### src/rtl/fpu_ds_arbiter_if.sv
// fpu_ds_arbiter_if: thread request/result and div-sqrt unit bus between the arbiter (slave) and its environment (master)
interface fpu_ds_arbiter_if #(
  parameter int WIDTH = 32
);
  logic req0;
  logic req1;
  logic op0;
  logic op1;
  logic [WIDTH-1:0] a0;
  logic [WIDTH-1:0] b0;
  logic [WIDTH-1:0] a1;
  logic [WIDTH-1:0] b1;
  logic kill0;
  logic kill1;
  logic [WIDTH-1:0] fu_result;
  logic fu_start;
  logic fu_op;
  logic [WIDTH-1:0] fu_a;
  logic [WIDTH-1:0] fu_b;
  logic done0;
  logic done1;
  logic [WIDTH-1:0] result;
  logic stall_div_sqrt0;
  logic stall_div_sqrt1;
  logic busy;
  logic owner;
  logic [4:0] count;
  modport master (
    output req0, req1, op0, op1, a0, b0, a1, b1, kill0, kill1, fu_result,
    input fu_start, fu_op, fu_a, fu_b, done0, done1, result,
    input stall_div_sqrt0, stall_div_sqrt1, busy, owner, count
  );
  modport slave (
    input req0, req1, op0, op1, a0, b0, a1, b1, kill0, kill1, fu_result,
    output fu_start, fu_op, fu_a, fu_b, done0, done1, result,
    output stall_div_sqrt0, stall_div_sqrt1, busy, owner, count
  );
endinterface

### src/rtl/fpu_ds_arbiter.sv
// fpu_ds_arbiter: two-thread round-robin arbiter/sequencer for the shared FP div/sqrt unit (DS_ARB_FIXED_PRIO_EN: thread 0 wins ties)
module fpu_ds_arbiter #(
  parameter int WIDTH = 32,
  parameter int DIV_CYCLES = 20,
  parameter int SQRT_CYCLES = 12
) (
  input logic clk,
  input logic rst,
  fpu_ds_arbiter_if.slave ds
);
  typedef enum logic [1:0] {IDLE, BUSY, DONE} state_t;
  localparam logic [4:0] DIV_LD = 5'(DIV_CYCLES - 1);
  localparam logic [4:0] SQRT_LD = 5'(SQRT_CYCLES - 1);
  state_t state_q, state_d;
  logic owner_q, owner_d;
  logic abort_q, abort_d;
  logic start_q, start_d;
  logic op_q, op_d;
  logic [4:0] count_q, count_d;
  logic [WIDTH-1:0] a_q, a_d;
  logic [WIDTH-1:0] b_q, b_d;
  logic [WIDTH-1:0] result_q, result_d;
  logic v0, v1, win, kill_own;
  assign v0 = ds.req0 && !ds.kill0;
  assign v1 = ds.req1 && !ds.kill1;
  assign kill_own = owner_q ? ds.kill1 : ds.kill0;
`ifdef DS_ARB_FIXED_PRIO_EN
  assign win = !v0;
`else
  logic prio_q;
  always_ff @(posedge clk)
    if (rst) prio_q <= 1'b0;
    else if (state_q == DONE) prio_q <= !owner_q;
  assign win = v0 && v1 ? prio_q : v1;
`endif
  always_comb begin
    state_d = state_q;
    owner_d = owner_q;
    abort_d = abort_q;
    start_d = 1'b0;
    op_d = op_q;
    count_d = count_q;
    a_d = a_q;
    b_d = b_q;
    result_d = result_q;
    if (state_q == IDLE && (v0 || v1)) begin
      state_d = BUSY;
      owner_d = win;
      start_d = 1'b1;
      op_d = win ? ds.op1 : ds.op0;
      a_d = win ? ds.a1 : ds.a0;
      b_d = win ? ds.b1 : ds.b0;
      count_d = op_d ? SQRT_LD : DIV_LD;
    end else if (state_q == BUSY) begin
      abort_d = abort_q || kill_own;
      count_d = count_q == 5'd0 ? 5'd0 : count_q - 5'd1;
      state_d = count_q == 5'd0 ? DONE : BUSY;
      result_d = count_q == 5'd0 && !abort_d ? ds.fu_result : result_q;
    end else if (state_q == DONE) begin
      state_d = IDLE;
      abort_d = 1'b0;
    end
  end
  always_ff @(posedge clk)
    if (rst) begin
      state_q <= IDLE;
      owner_q <= 1'b0;
      abort_q <= 1'b0;
      start_q <= 1'b0;
      op_q <= 1'b0;
      count_q <= 5'd0;
      a_q <= '0;
      b_q <= '0;
      result_q <= '0;
    end else begin
      state_q <= state_d;
      owner_q <= owner_d;
      abort_q <= abort_d;
      start_q <= start_d;
      op_q <= op_d;
      count_q <= count_d;
      a_q <= a_d;
      b_q <= b_d;
      result_q <= result_d;
    end
  assign ds.fu_start = start_q;
  assign ds.fu_op = op_q;
  assign ds.fu_a = a_q;
  assign ds.fu_b = b_q;
  assign ds.result = result_q;
  assign ds.busy = state_q != IDLE;
  assign ds.owner = owner_q;
  assign ds.count = count_q;
  assign ds.done0 = state_q == DONE && !abort_q && !owner_q;
  assign ds.done1 = state_q == DONE && !abort_q && owner_q;
  assign ds.stall_div_sqrt0 = ds.req0 && !ds.done0 && !ds.kill0;
  assign ds.stall_div_sqrt1 = ds.req1 && !ds.done1 && !ds.kill1;
endmodule

### src/flat_wrapper.sv
// flat-port wrapper written by rule: the top's interface ports become plain ports
module fpu_ds_arbiter_flat 
#(
  parameter int WIDTH = 32,
  parameter int DIV_CYCLES = 20,
  parameter int SQRT_CYCLES = 12
)
  (clk, rst, ds_req0, ds_req1, ds_op0, ds_op1, ds_a0, ds_b0, ds_a1, ds_b1, ds_kill0, ds_kill1, ds_fu_result, ds_fu_start, ds_fu_op, ds_fu_a, ds_fu_b, ds_done0, ds_done1, ds_result, ds_stall_div_sqrt0, ds_stall_div_sqrt1, ds_busy, ds_owner, ds_count);
  fpu_ds_arbiter_if #(.WIDTH(WIDTH)) ds_i ();
  input logic clk;
  input logic rst;
  input wire logic [$bits(ds_i.req0)-1:0] ds_req0;
  input wire logic [$bits(ds_i.req1)-1:0] ds_req1;
  input wire logic [$bits(ds_i.op0)-1:0] ds_op0;
  input wire logic [$bits(ds_i.op1)-1:0] ds_op1;
  input wire logic [$bits(ds_i.a0)-1:0] ds_a0;
  input wire logic [$bits(ds_i.b0)-1:0] ds_b0;
  input wire logic [$bits(ds_i.a1)-1:0] ds_a1;
  input wire logic [$bits(ds_i.b1)-1:0] ds_b1;
  input wire logic [$bits(ds_i.kill0)-1:0] ds_kill0;
  input wire logic [$bits(ds_i.kill1)-1:0] ds_kill1;
  input wire logic [$bits(ds_i.fu_result)-1:0] ds_fu_result;
  output wire logic [$bits(ds_i.fu_start)-1:0] ds_fu_start;
  output wire logic [$bits(ds_i.fu_op)-1:0] ds_fu_op;
  output wire logic [$bits(ds_i.fu_a)-1:0] ds_fu_a;
  output wire logic [$bits(ds_i.fu_b)-1:0] ds_fu_b;
  output wire logic [$bits(ds_i.done0)-1:0] ds_done0;
  output wire logic [$bits(ds_i.done1)-1:0] ds_done1;
  output wire logic [$bits(ds_i.result)-1:0] ds_result;
  output wire logic [$bits(ds_i.stall_div_sqrt0)-1:0] ds_stall_div_sqrt0;
  output wire logic [$bits(ds_i.stall_div_sqrt1)-1:0] ds_stall_div_sqrt1;
  output wire logic [$bits(ds_i.busy)-1:0] ds_busy;
  output wire logic [$bits(ds_i.owner)-1:0] ds_owner;
  output wire logic [$bits(ds_i.count)-1:0] ds_count;
  assign ds_i.req0 = ds_req0;
  assign ds_i.req1 = ds_req1;
  assign ds_i.op0 = ds_op0;
  assign ds_i.op1 = ds_op1;
  assign ds_i.a0 = ds_a0;
  assign ds_i.b0 = ds_b0;
  assign ds_i.a1 = ds_a1;
  assign ds_i.b1 = ds_b1;
  assign ds_i.kill0 = ds_kill0;
  assign ds_i.kill1 = ds_kill1;
  assign ds_i.fu_result = ds_fu_result;
  assign ds_fu_start = ds_i.fu_start;
  assign ds_fu_op = ds_i.fu_op;
  assign ds_fu_a = ds_i.fu_a;
  assign ds_fu_b = ds_i.fu_b;
  assign ds_done0 = ds_i.done0;
  assign ds_done1 = ds_i.done1;
  assign ds_result = ds_i.result;
  assign ds_stall_div_sqrt0 = ds_i.stall_div_sqrt0;
  assign ds_stall_div_sqrt1 = ds_i.stall_div_sqrt1;
  assign ds_busy = ds_i.busy;
  assign ds_owner = ds_i.owner;
  assign ds_count = ds_i.count;
  fpu_ds_arbiter #(.WIDTH(WIDTH), .DIV_CYCLES(DIV_CYCLES), .SQRT_CYCLES(SQRT_CYCLES)) u_core (.clk(clk), .rst(rst), .ds(ds_i));
endmodule
### config.mk
export PLATFORM = sky130hd
export DESIGN_NAME = fpu_ds_arbiter_flat
export DESIGN_NICKNAME = d
export VERILOG_FILES = /design/src/rtl/fpu_ds_arbiter_if.sv /design/src/rtl/fpu_ds_arbiter.sv /design/src/flat_wrapper.sv
export SDC_FILE = /design/constraint.sdc
export NUM_CORES = 1
export LEC_CHECK = 0
export BUFFER_PORTS_ARGS = -buffer_cell sky130_fd_sc_hd__buf_2
export CAP_MARGIN = 20
export CORE_MARGIN = 5
export CORE_UTILIZATION = 40
export CTS_CLUSTER_SIZE = 25
export DETAILED_ROUTE_END_ITERATION = 8
export PLACE_DENSITY_LB_ADDON = 0.12
export SETUP_SLACK_MARGIN = 0.15
export SYNTH_ARGS = -nofsm -noshare
export SYNTH_HDL_FRONTEND = slang
export SYNTH_SLANG_ARGS = --single-unit
export TNS_END_PERCENT = 20
### constraint.sdc
create_clock -name clk -period 1.7 [get_ports clk]
set_input_delay 0.255 -clock clk [delete_from_list [all_inputs] [get_ports clk]]
set_output_delay 0.255 -clock clk [all_outputs]
set_load 0.05 [all_outputs]
==> results of run 1 <==
[timing repair]
action,CTS,global route
gates cloned,2,1
resized for setup,29,32
pin swaps,5,24
buffers inserted,4,1
setup endpoints to repair,108,107
hold endpoints to repair,0,0
[final cells by class]
type	instances	area share, %
clock buffers	13	3.867
clock inverters	3	0.5869
inverters	6	0.4143
multi-input cells	343	36.79
flip-flops and latches	108	29.98
well taps	147	2.538
repair buffers	313	25.82
[flip-flops by register name, summed over array words and instances (netlist names)]
name and count:
u_core.ds.count 5, u_core.ds.fu_b 32, u_core.prio_q 1, u_core.ds.fu_start 1, u_core.state_q 2, u_core.ds.owner 1
u_core.ds.result 32, u_core.ds.fu_a 32, u_core.abort_q 1, u_core.ds.fu_op 1
[power groups by stage]
stage	combinational [mW]	clock, mW	sequential (mW)
floorplan	0.975	0	4.03
global placement	2.74	0	3.03
detailed placement	2.77	0	3.05
CTS	2.88	2.27	3.00
global route	3.14	2.37	3.04
finish	2.94	2.20	3.01
[Yosys cell counts (2+ instances only)]
| cell | n | area (um^2) |
|---|---|---|
| a211oi_1 | 65 | 488.0 |
| a21oi_1 | 6 | 30.03 |
| buf_1 | 3 | 11.26 |
| buf_2 | 10 | 50.05 |
| buf_6 | 8 | 90.09 |
| clkbuf_1 | 19 | 71.32 |
| dfxtp_1 | 108 | 2162 |
| ha_1 | 4 | 50.05 |
| inv_1 | 6 | 22.52 |
| mux2i_1 | 97 | 970.9 |
| nand2_1 | 3 | 11.26 |
| nand2b_1 | 66 | 412.9 |
| nor2_1 | 73 | 274.0 |
| nor3_1 | 5 | 25.02 |
| nor3b_1 | 3 | 22.52 |
| o21ai_0 | 2 | 10.01 |
| o21ba_2 | 2 | 20.02 |
[kinds of logic (layout without fill, tap and decap cells)]
logic type	Yosys count	in the layout	synth area share, %
and+or+nand+nor	158	158	16.99
xor gates and xnor gates	1	1	0.1792
DFF	108	108	44.22
buffers and inverters	46	335	5.015
adders and majority gates	4	4	1.024
AOI/OAI and AO/OA	81	81	12.26
muxes	99	99	20.32
[routing by layer]
layer  up-vias  global-route usage [%]  wire length, um  part of all wire (%)
met5         -                       0                0                     0
met2       168                   33.11             7249                    50
met3        14                   5.098             1081                   7.4
met4         0                   5.524              180                   1.2
met1      2002                   22.69             6023                    41
li1       2320                       -                -                     -
[stage by stage]
stage               hold WS (ps)  TNS [ps]  utilization, %
detailed placement         462.5     -4936           54.91
floorplan                  410.3     -7894               -
global route               163.6     -7364           60.34
finish                     170.6     -4593           60.34
global placement           454.1     -3264           54.91
CTS                        157.2     -5730           59.02
[critical path, cell delays in order (launching register included)]
cell and delay [ps]:
dfxtp_4 350, inv_4 60, ha_4 130, or3b_4 390, nor2_4 90, nor4b_4 240, buf_4 210, buf_16 140
mux2i_1 200
[how the worst min path moves through the flow]
stage,from,to,slack (ps)
final,ds_fu_result[6],u_core.ds.result[6],170
after global routing,ds_fu_result[5],u_core.ds.result[5],160
after CTS,ds_fu_result[6],u_core.ds.result[6],160
after detailed placement,u_core.ds.result[5],u_core.ds.result[5],460
after global placement,u_core.ds.result[9],u_core.ds.result[9],450
after floorplan,ds_fu_result[10],u_core.ds.result[10],410
==> impl_results.md, run 1 <==
- Clock tree root buffer cell: clkbuf_16
- Synthesis-to-layout area growth: 48.23%
- Reg clk slew, reported paths: 70 ps
- Clock Tree Buf Depth: 2
- Seq pwr share: a little under two fifths
- WS Path Type: flop to flop
- Post-synthesis sequential area ratio: about 44%
- Fmax achieved: approximately 0.53 GHz
- Fin. Hold Viols: 0
- PwrDens: ~1100 mW/mm^2
- Site Rows: 40
- Hold-fix buffers, CTS: 0
- Final-report setup violation count: 32
- DP HPWL: around 11000 um
- CTS Buf Count: 9
- Max IR drop VDD: approximately 0.00052 V
- Placed inst area: 0.006595 mm^2
- Syn Nets: 669
- IO Port Bufs: 276
- Pre-CTS worst setup slack: -205.1 ps
- Final #Nets: between 900 and 1000
- P_int: 5.145 mW
- Failing checks: negative setup slack
- Sw Pwr: roughly 3.0 mW
- Worst Setup SP: u_core.ds.count[0]
- Final Non-Filler Cells: approximately 930
- R2R setup slack: -190 ps
- WP data required: between 1500 and 2000 ps
- Largest net degree at the start of global routing: between 70 and 80
- Via density: just under 5
- Primary FF master, synth: dfxtp_1
- Slew @ Worst Pin: ~350 ps
- Sequential cell area: about 0.0022 mm^2
- Power share of the combinational group: a little over a third
- GR Overflow Total: 0
- Leakage power: ~3.3 nW
- Clk_skew: roughly 4.3 ps
- Most frequent cells in the layout: buf_2, dfxtp_1, mux2i_1
- Final instance area: approximately 0.0072 mm^2
- Ant diodes: 0
- Number of synthesized flops with an enable pin: 0
- Starting Density: between 40 and 50%
- Num ports: 277
- Residual DRC: 0
- WHS Path Cells: 3
- FF-to-FF Start: u_core.ds.count[0]
- GR Util All Layers: approximately a fifth
- Fin crit period: between 1500 and 2000 ps
- CTS tree: done
- Worst r2r dst: u_core.ds.result[7]
- Mean Syn Cell Area: between 9 and 10 um^2
- Clk pwr share: roughly 27%
- Outcome: complete, but fails checks
- Core area: around 0.012 mm^2
- Unrepaired setup endpoints after global routing: yes
- Worst hold path class: input pin to flop
- Fillers: 1084
- CTS Sinks: 108
- Worst-skew pair later-pin latency: around 340 ps
- Post-Syn Area: between 0.004 and 0.005 mm^2
- Wire per inst: ~16 um
- Final WS setup: -185.7 ps
- Antenna Nets Post-Route: 0
- CP arrival: 2150 ps
- FF+latch count, synth: between 100 and 150
- Max FO, Critical Path: 8
- # Max-Cap Violations: 0
- Netlist cell types: 34
- Global-route wire length before repair: roughly 22000 um
- GPL Wtd Cong: between 0.8 and 0.9
- Crit path to: u_core.ds.result[7]
- Final Cycle Share: 110.9%
- H-tree depth: 3
- Fraction of layout cells with a size suffix above 1: between 40% and 50%
- Design Power: a little over 8 mW
- Antenna violations before repair: 0
- Reg2Reg Depth: 8
- Drt total wl: 14530 um
- DIE HEIGHT: between 100 and 150 um
- Die Wd: roughly 120 um
- Worst setup EP type: flop
- Switching Fraction: around 37%
- Max transition margin: approximately three quarters
- Multi-input logic area: between 0.002 and 0.003 mm^2
- Fraction of registers with async set/reset: 0%
- Vias in the first global route: around 4500
- YS warnings: 0
- Vias: around 4500
- Drt initial violations: between 150 and 200
- CP Launch Type: flop
- Final slew viol count: 0
- Most common cell after layout, fill and taps aside: buf_2
- Dpl cells: ~900
- Gate count of the mapped netlist: roughly 500
- Die area: 0.01454 mm^2
- DRT Pass-1 Iters: 4
No activity file was read; power rests on OpenSTA's default activity.
==> inputs of run 2 (changes only) <==
- CORE_UTILIZATION: 40 -> 44
- clock period: 1.7 -> 1.85 ns (I/O delays scaled with it)
==> impl_results.md, run 2 (synthesis results as in run 1) <==
- Drt initial violations: 175 (-11%)
- DP HPWL: 11100 um (+1.4%)
- WP data required: 2140 ps (+180 ps)
- CTS Buf Count: 9 (unchanged)
- DIE HEIGHT: 115.4 um (-4.3%)
- Starting Density: 44.91% (+4.2 points)
- Leakage power: 3.168 nW (-3.0%)
- Residual DRC: 0 (unchanged)
- Wire per inst: 15.85 um (+1.7%)
- Fmax achieved: 0.5247 GHz (-1.0%)
- Final slew viol count: 0 (unchanged)
- Unrepaired setup endpoints after global routing: yes
- Site Rows: 38 (-5.0%)
- Design Power: 6.870 mW (-16%)
- Final Non-Filler Cells: 922 (-1.2%)
- Final #Nets: 949 (-0.42%)
- Final Cycle Share: 103.0% (-7.9 points)
- Largest net degree at the start of global routing: 80 (+8.1%)
- Drt total wl: 14610 um (+0.53%)
- Worst Path Buf+Inv: 4 (+1)
- H-tree depth: 3 (unchanged)
- Clk_skew: 11.83 ps (+7.569 ps)
- Final-report setup violation count: 24 (-25%)
- Num ports: 277 (unchanged)
- GPL Wtd Cong: 0.8366 (+3.5%)
- IO Port Bufs: 276 (unchanged)
- Failing checks: negative setup slack
- Worst hold path class: input pin to flop
- CP cell instances: inv_4 > ha_4 > or3b_4 > nor2_4 > nor4b_4 > buf_6 > buf_12 > buf_16 > mux2i_1
- CTS Sinks: 108 (unchanged)
- Via density: 4.932 (+2.2%)
- Global-route wire length before repair: 21820 um (-1.4%)
- WHS Path Cells: 3 (unchanged)
- Hold slack: 153.2 ps (-17.37 ps)
- Clock Tree Buf Depth: 2 (unchanged)
- PwrDens: 975.4 mW/mm^2 (-13%)
- # Max-Cap Violations: 0 (unchanged)
- Worst-skew pair later-pin latency: 370 ps (+30 ps)
- Clock tree root buffer cell: clkbuf_8
- Antenna violations before repair: 0 (unchanged)
- Slew @ Worst Pin: 404.9 ps (+59.49 ps)
- Fraction of layout cells with a size suffix above 1: 48.59% (+0.25 points)
- Most frequent cells in the layout: buf_2, dfxtp_1, mux2i_1
- Final WS setup: -55.69 ps (+130.0 ps)
- Vias in the first global route: 4486 (-0.42%)
- Fin. Hold Viols: 0 (unchanged)
- Final instance area: 0.007043 mm^2 (-2.8%)
- GR Overflow Total: 0 (unchanged)
- CP arrival: 2200 ps (+50 ps)
- Ant diodes: 0 (unchanged)
- DRT Pass-1 Iters: 4 (unchanged)
- Outcome: complete, but fails checks
- Antenna Nets Post-Route: 0 (unchanged)
- Top delay family on crit path: simple AND/OR/NAND/NOR gates
- Dpl cells: 893 (-1.8%)
- Worst setup EP type: flop
- Fin crit period: 1906 ps (+19.97 ps)
- CP Launch Type: flop
- Reg clk slew, reported paths: 110 ps (+40 ps)
- Vias: 4547 (+0.95%)
- Most common cell after layout, fill and taps aside: buf_2
- Crit path largest cell delay: 390 ps (about the same)
- Slowest CP cell: or3b_4
- Max transition margin: 72.72% (-3.9 points)
- Max IR drop VDD: 0.0004831 V (-7.4%)
- Setup_tns: -724.1 ps (+3869 ps)
- GR Util All Layers: 20.50% (+1.6 points)
- Max FO, Critical Path: 8 (unchanged)
- Placed inst area: 0.006506 mm^2 (-1.3%)
- CTS tree: done
- CP Depth: 9 (+1)
- Synthesis-to-layout area growth: 44.04%
- WS Path Type: flop to flop
- Reg2Reg Depth: 9 (+1)
- Die area: 0.01332 mm^2 (-8.4%)
- Core area: 0.01089 mm^2 (-9.4%)
- Die Wd: 115.4 um (-4.3%)
run 2: per-stage QoR:
stage | worst slack (ps) | utilization (%)
2_1_floorplan | -74.18 | -
3_3_place_gp | 40.99 | 59.76
3_5_place_dp | -58.14 | 59.76
4_1_cts | -36.44 | 63.45
5_1_grt | -132.0 | 64.69
6_report | -55.69 | 64.69
run 2: cell type report:
class | count | area, um^2
sequential | 108 | 2173
inverter | 6 | 27.53
fill | 948 | 3845
timing repair buffer | 309 | 1821
clock buffer | 11 | 151.4
multi-input combinational | 343 | 2650
clock inverter | 5 | 45.04
tap | 140 | 175.2
run 2: routing by layer:
metal | vias up | part of all wire, % | track usage (%)
met4 | 0 | 1.1 | 4.538
li1 | 2302 | - | -
met1 | 2065 | 40 | 25.09
met2 | 169 | 51 | 36.38
met5 | - | 0 | 0
met3 | 11 | 7.7 | 5.170
run 2: what timing repair did:
| item | 4_1_cts | 5_1_grt |
|---|---|---|
| hold buffers | 0 | 0 |
| pin swaps | 5 | 28 |
| setup buffers | 8 | 2 |
| cloned | 3 | 0 |
| gates resized for setup | 19 | 34 |
| endpoints found under the setup margin | 40 | 84 |
run 2: worst paths after layout:
path	start	end	slack [ps]
min reg2reg	u_core.ds.result[28]	u_core.ds.result[28]	480
max reg2reg	u_core.ds.count[1]	u_core.ds.result[30]	-60
min	ds_fu_result[9]	u_core.ds.result[9]	150
max	u_core.ds.count[1]	u_core.ds.result[30]	-60
run 2: tightest hold or removal path: stages:
cell and delay (ps):
buf_2 100, nand2b_1 50, mux2i_1 60
run 2: report_power, final:
| part | internal [mW] | switching [mW] | leakage [nW] |
|---|---|---|---|
| registers | 2.60 | 0.161 | 0.889 |
| clock network | 0.581 | 0.840 | 0.0976 |
| logic | 0.909 | 1.78 | 2.18 |
